--- config.mk ---
export PLATFORM = sky130hd
export DESIGN_NAME = rr_mux4
export DESIGN_NICKNAME = d
export VERILOG_FILES = /design/src/rtl/rr_mux4.sv
export SDC_FILE = /design/constraint.sdc
export NUM_CORES = 1
export LEC_CHECK = 0
export BUFFER_PORTS_ARGS = -buffer_cell sky130_fd_sc_hd__buf_2
export CORE_AREA = 2 2 57 59
export DETAILED_ROUTE_END_ITERATION = 8
export DIE_AREA = 0 0 59 61
export PLACE_DENSITY = 0.59
export SLEW_MARGIN = 20
export SYNTH_ARGS = -nofsm -noshare
export SYNTH_HDL_FRONTEND = slang
export SYNTH_SLANG_ARGS = --single-unit
--- constraint.sdc ---
create_clock -name clk -period 2.75 [get_ports clk]
set_clock_uncertainty 0.1 [all_clocks]
set_input_delay 0.55 -clock clk [delete_from_list [all_inputs] [get_ports clk]]
set_output_delay 0.55 -clock clk [all_outputs]
set_load 0.02 [all_outputs]
--- src/rtl/rr_mux4.sv ---
// rtl/rr_mux4.sv - 4-to-1 round-robin stream multiplexer with registered output
//
// Purpose:
//   Merges four valid/ready input channels onto one output channel. A rotating
//   priority pointer picks the next channel, and the chosen word is captured in a
//   single output register. The register is tagged with its source index on s1/s0
//   so that a downstream 4-way demux can route the word back.
//
// Ports:
//   clk            rising-edge clock
//   rst            synchronous active-high reset
//   i0..i3         channel data (WIDTH bits each)
//   v0..v3         channel valid
//   r0..r3         channel ready (at most one is high in a cycle)
//   y              output data (registered)
//   y_valid        output valid (registered)
//   y_ready        downstream ready
//   s1, s0         source channel index of y, MSB/LSB (registered)

module rr_mux4 #(
    parameter int WIDTH = 8
) (
    input  logic             clk,
    input  logic             rst,
    input  logic [WIDTH-1:0] i0,
    input  logic [WIDTH-1:0] i1,
    input  logic [WIDTH-1:0] i2,
    input  logic [WIDTH-1:0] i3,
    input  logic             v0,
    input  logic             v1,
    input  logic             v2,
    input  logic             v3,
    output logic             r0,
    output logic             r1,
    output logic             r2,
    output logic             r3,
    output logic [WIDTH-1:0] y,
    output logic             y_valid,
    input  logic             y_ready,
    output logic             s1,
    output logic             s0
);

    typedef enum logic {
        ST_EMPTY = 1'b0,
        ST_FULL  = 1'b1
    } state_t;

    state_t           r_state;
    logic [WIDTH-1:0] r_y;
    logic [1:0]       r_src;
    logic [1:0]       r_ptr;

    logic [3:0]       w_v;
    logic             w_load_en;
    logic             w_any;
    logic [1:0]       w_grant;
    logic [1:0]       w_idx;
    logic             w_take;
    logic [WIDTH-1:0] w_data;

    assign w_v = {v3, v2, v1, v0};

    // The output register can accept a new word when it is empty or is being
    // drained this cycle; y_ready only feeds the load decision, never y itself.
    assign w_load_en = (r_state == ST_EMPTY) || y_ready;

    // Rotating-priority search. Walking from the farthest offset down to ptr
    // leaves the closest asserted channel as the final assignment.
    always_comb begin
        w_any   = 1'b0;
        w_grant = r_ptr;
        w_idx   = r_ptr;
        for (int k = 3; k >= 0; k--) begin
            w_idx = r_ptr + 2'(k);
            if (w_v[w_idx]) begin
                w_any   = 1'b1;
                w_grant = w_idx;
            end
        end
    end

    // Ready is suppressed during reset so nothing is consumed while the
    // output register is being cleared.
    assign w_take = w_load_en && w_any && !rst;

    assign r0 = w_take && (w_grant == 2'd0);
    assign r1 = w_take && (w_grant == 2'd1);
    assign r2 = w_take && (w_grant == 2'd2);
    assign r3 = w_take && (w_grant == 2'd3);

    always_comb begin
        w_data = i0;
        case (w_grant)
            2'd0:    w_data = i0;
            2'd1:    w_data = i1;
            2'd2:    w_data = i2;
            default: w_data = i3;
        endcase
    end

    always_ff @(posedge clk) begin
        if (rst) begin
            r_state <= ST_EMPTY;
            r_y     <= '0;
            r_src   <= 2'd0;
            r_ptr   <= 2'd0;
        end else if (w_load_en) begin
            if (w_any) begin
                r_state <= ST_FULL;
                r_y     <= w_data;
                r_src   <= w_grant;
                // Granted channel drops to lowest priority; 2-bit add wraps 3 -> 0.
                r_ptr   <= w_grant + 2'd1;
            end else begin
                // Nothing to load: go empty but keep the last data and tag.
                r_state <= ST_EMPTY;
            end
        end
    end

    assign y       = r_y;
    assign y_valid = (r_state == ST_FULL);
    assign s1      = r_src[1];
    assign s0      = r_src[0];

endmodule

### After elaboration in Yosys (flattened, before gate mapping)

Index checks and enable logic that the tools add are counted.

* bits in registers: 13
* output and inout bits: 15
* input bits: 39
* logic and storage cells: 44

* equal/unequal tests: 3
* bitwise operators: 1
* reduce and logical (&&, ||, !) cells: 10
* add/sub/neg operators: 4
* mux-type cells: 18
* $lt $le $gt $ge: 4

Operator list (count)
* $pmux 8 s3: 1
* $lt 2x3->1 const B: 4
* $mux 1: 9
* $bmux 1 s2: 4
* $mux 2: 4
* $logic_and 1x1->1: 6
* $add 2x1->2 const B: 2
* $add 2x2->2 const B: 2
* $eq 2x2->1 const B: 2
* $eq 2x1->1 const B: 1
* $logic_not 2->1: 1
* $reduce_and 2->1: 1
* $logic_not 1->1: 1
* $logic_or 1x1->1: 1
* $not 1->1: 1

### Depth between registers and ports, before layout

* word-level depth: 10
* gate-level depth with buffers: 10
* mapped depth without buffers: 9

### Worst setup path after synthesis

Ideal clock, no wire load.

* path kind: input port to output port
* start: input port v2
* end: output port r2
* slack: 0.316 ns
* buffers on the path: 1
* arrival time: 1.784 ns
* required time: 2.100 ns
* stages: 7
* cells stage by stage: nor2b_1 -> o21a_1 -> a21oi_1 -> inv_1 -> ha_1 -> clkbuf_1 -> and2_1

* elaborated cells on any way between the ends: 20
* those cells by class: 1 x eq/ne; 16 x mux; 3 x reduce/logical

RTL lines
* start, declared: line 31 `input logic v2,`
* $bmux 1 s2: line 76 `if (w_v[w_idx]) begin`
* $mux 1 (not written as such): line 76
* $mux 2 (3 in a row): line 76
* $mux 2 *: line 76
* named net w_grant[1]: line 57 `logic [1:0] w_grant;`
* $eq 2x2->1 *: line 89 `assign r2 = w_take && (w_grant == 2'd2);`
* $logic_and 1x1->1 *: line 89
* end, declared: line 35 `output logic r2,`

The timed path passes the listed nets; every way through them passes the cells marked *. The select of a mux whose other input is x is not followed.

### Final worst setup path

* start: input port v0
* end: output port r2

* elaborated cells on any way between the ends: 20
* those cells by class: 1 x eq/ne; 16 x mux; 3 x reduce/logical

RTL lines
* start, declared: line 29 `input logic v0,`
* $bmux 1 s2: line 76
* $mux 1 (not written as such): line 76
* $mux 2 (3 in a row): line 76
* $mux 2 *: line 76
* named net w_grant[0]: line 57
* $eq 2x2->1 *: line 89
* $logic_and 1x1->1 *: line 89

Marked as above.

==> metrics <==
total gr overflow=0; fin area=0.00118 sq mm; Starting Density=28.7%; min Tclk post-route=2.58 ns; Post-Syn Nets=153; max-slew violations=0; worst r2r src=r_ptr[1]$_SDFFE_PP0N_; max-cap violations=0; Seq/Total Area, Yosys=30.7%; Clk pwr share=17.5%; final core utilization=40.1%; CTS tree=yes; Synth Warn #=0; DR WL/cell=12.1 microns; Worst setup startpoint=v0; worst path cell trace=buf_2 > nor2b_1 > a21oi_1 > o211a_2 > inv_1 > ha_1 > and2_1 > buf_2; VDD IR max=0.000206 V; I/O pins=54; Req. time, crit path=2.10 ns; HPWL Detailed=1890 microns; Net Sw Power=0.249 mW; period utilization=93.9%; # setup viols final=0; post-route ant nets=0; post-synthesis simple-gate area fraction=23.2%; port bufs=53; Remaining DRCs=0; first-pass GRT wire length=3760 microns; Synth Area in Compound Gates=31.7%; FFs w/ async S/R, synth=0%; vias in the first global route=904; critical path's slowest cell=ha_1; ys flop type=dfxtp_1; Min Hold Slack=0.354 ns; Worst slew margin=56.9%; Synth Area in Adders=7.37%; endpoint class of the critical path=primary output; Crit path top cell by count=buf_2; Mapped Avg Cell Area=7.78 sq um; Pint=0.406 mW; drt initial violations=45; most frequent cells in the layout=53 x buf_2, 25 x nand2_1, 13 x dfxtp_1; Synth Register Bits=13; Tightest Pin Transition=0.646 ns; post-synthesis xor/xnor area fraction=0%; full die area=0.00360 sq mm; Leak=0.589 nW; Num CTS Buffers=3; Post-Syn Area=848 sq um; status=finished clean; chip height=61 microns; dpl cells=191; Setup TNS=0 ns; vias=997; Mapped Cells=109; Final Hold Vio Count=0; Area after DPL=0.00114 sq mm; Fmax achieved=387 MHz; commonest non-fill, non-tap cell in the layout=buf_2; post-synthesis mux area share=0%; via/cell ratio=5.06; CTS sink cnt=13; core area=0.00295 sq mm; slowest cell delay on critical path=0.32 ns; crit path max fanout=9; Worst Setup Path Type=input port to primary output; drt pass-1 iters=5; die width=59 microns; fin cells=197; hold crit path type=register to register; gpl congestion=0.782; WP data arrival=1.93 ns; Post-synth EDFFs=0; Setup crit start kind=input port; share of layout cells above drive strength 1=42.1%; RSZ-0062 raised after global routing=false; Net Sw Frac=38.0%; H-tree levels=1; Syn-to-layout area delta=39.5%; Routed WL=2390 microns; Inserted Diodes=0; largest net degree at the start of global routing=17; Logic pwr share=46.5%; largest family of logic cells by synthesized area=compound AO/OA/AOI/OAI gates; Total Routing Usage GR=13.7%; Max Root-Sink Buffers=2; later-pin clock latency in the skew report=0.27 ns; synth unique cells=24; final net count=209; Power Dens Cells=554 mW/mm^2; antenna violations before repair=0; Core Rows=20; Flop pwr share=36.0%; CTS root buffer=clkbuf_4; Clk pin slew, worst setup/hold paths=0.07 ns; Worst Hold Launch=y[6]$_SDFFE_PP0N_
==> power by group through the flow <==
stage	clock network, mW	logic [mW]	registers [mW]
6_report	0.115	0.304	0.236
5_1_grt	0.130	0.342	0.240
4_1_cts	0.122	0.291	0.235
3_5_place_dp	0	0.288	0.240
3_3_place_gp	0	0.285	0.239
2_1_floorplan	0	0.162	0.268
==> routing by layer <==
metal,part of all wire (%),track usage (%),wire length [microns]
met4,0.96,7.79,23
met1,45,17.7,1080
met5,0,0,0
met2,47,21.3,1130
met3,6.8,2.56,163
==> kinds of logic after synthesis <==
kind of cell	after synthesis
buffers and inverters	12
AND/OR/NAND/NOR	41
adder cells (fa/ha/maj)	5
flip-flops	13
AO/OA/AOI/OAI	38
==> worst max-delay path: cells and delay by family <==
kind,cells,cell delay (ns)
buffers and inverters,3,0.38
and+or+nand+nor,2,0.37
AOI/OAI and AO/OA,2,0.32
adders and majority gates,1,0.32
==> through the flow <==
stage / total power, mW / worst slack (ns)
after floorplan: 0.430 / 0.316
after global placement: 0.524 / 0.0819
after detailed placement: 0.528 / 0.0716
after CTS: 0.649 / 0.0537
after global routing: 0.711 / 0.0684
final: 0.655 / 0.168
==> cell usage after synthesis, types with 2 or more instances <==
| cell | number | area (sq um) |
|---|---|---|
| nor2b_1 | 3 | 18.8 |
| inv_1 | 5 | 18.8 |
| dfxtp_1 | 13 | 260 |
| a222oi_1 | 8 | 80.1 |
| a21o_1 | 2 | 15.0 |
| a211oi_2 | 2 | 25.0 |
| and2_1 | 4 | 25.0 |
| buf_6 | 2 | 22.5 |
| a21oi_1 | 11 | 55.1 |
| nand2_1 | 25 | 93.8 |
| ha_1 | 5 | 62.6 |
| nor2_1 | 5 | 18.8 |
| o21ai_0 | 9 | 45.0 |
| clkbuf_1 | 5 | 18.8 |
==> final timing paths <==
kind	cells past startpoint	slack, ns	to
setup / recovery	8	0.17	r2
hold / removal	2	0.35	y[6]$_SDFFE_PP0N_
setup reg to reg	9	0.55	y[4]$_SDFFE_PP0N_
hold reg to reg	2	0.35	y[6]$_SDFFE_PP0N_
==> sequential cells by signal, summed over array words and instances, names as in the netlist <==
name	flops
r_ptr	2
y	8
r_src	2
y_valid	1
==> timing repair <==
item / 4_1_cts / 5_1_grt
endpoints found under the setup margin: 0 / 2
hold buffers: 0 / 0
resized for setup: 0 / 3
setup buffers: 0 / 2
==> cell type report <==
cell class	count	area (sq um)
tap	33	41.3
timing repair buffer	58	303
multi-input combinational	84	534
inverter	5	18.8
clock buffer	4	26.3
sequential	13	260
fill	314	1770
No activity file was read; power rests on OpenSTA's default activity.
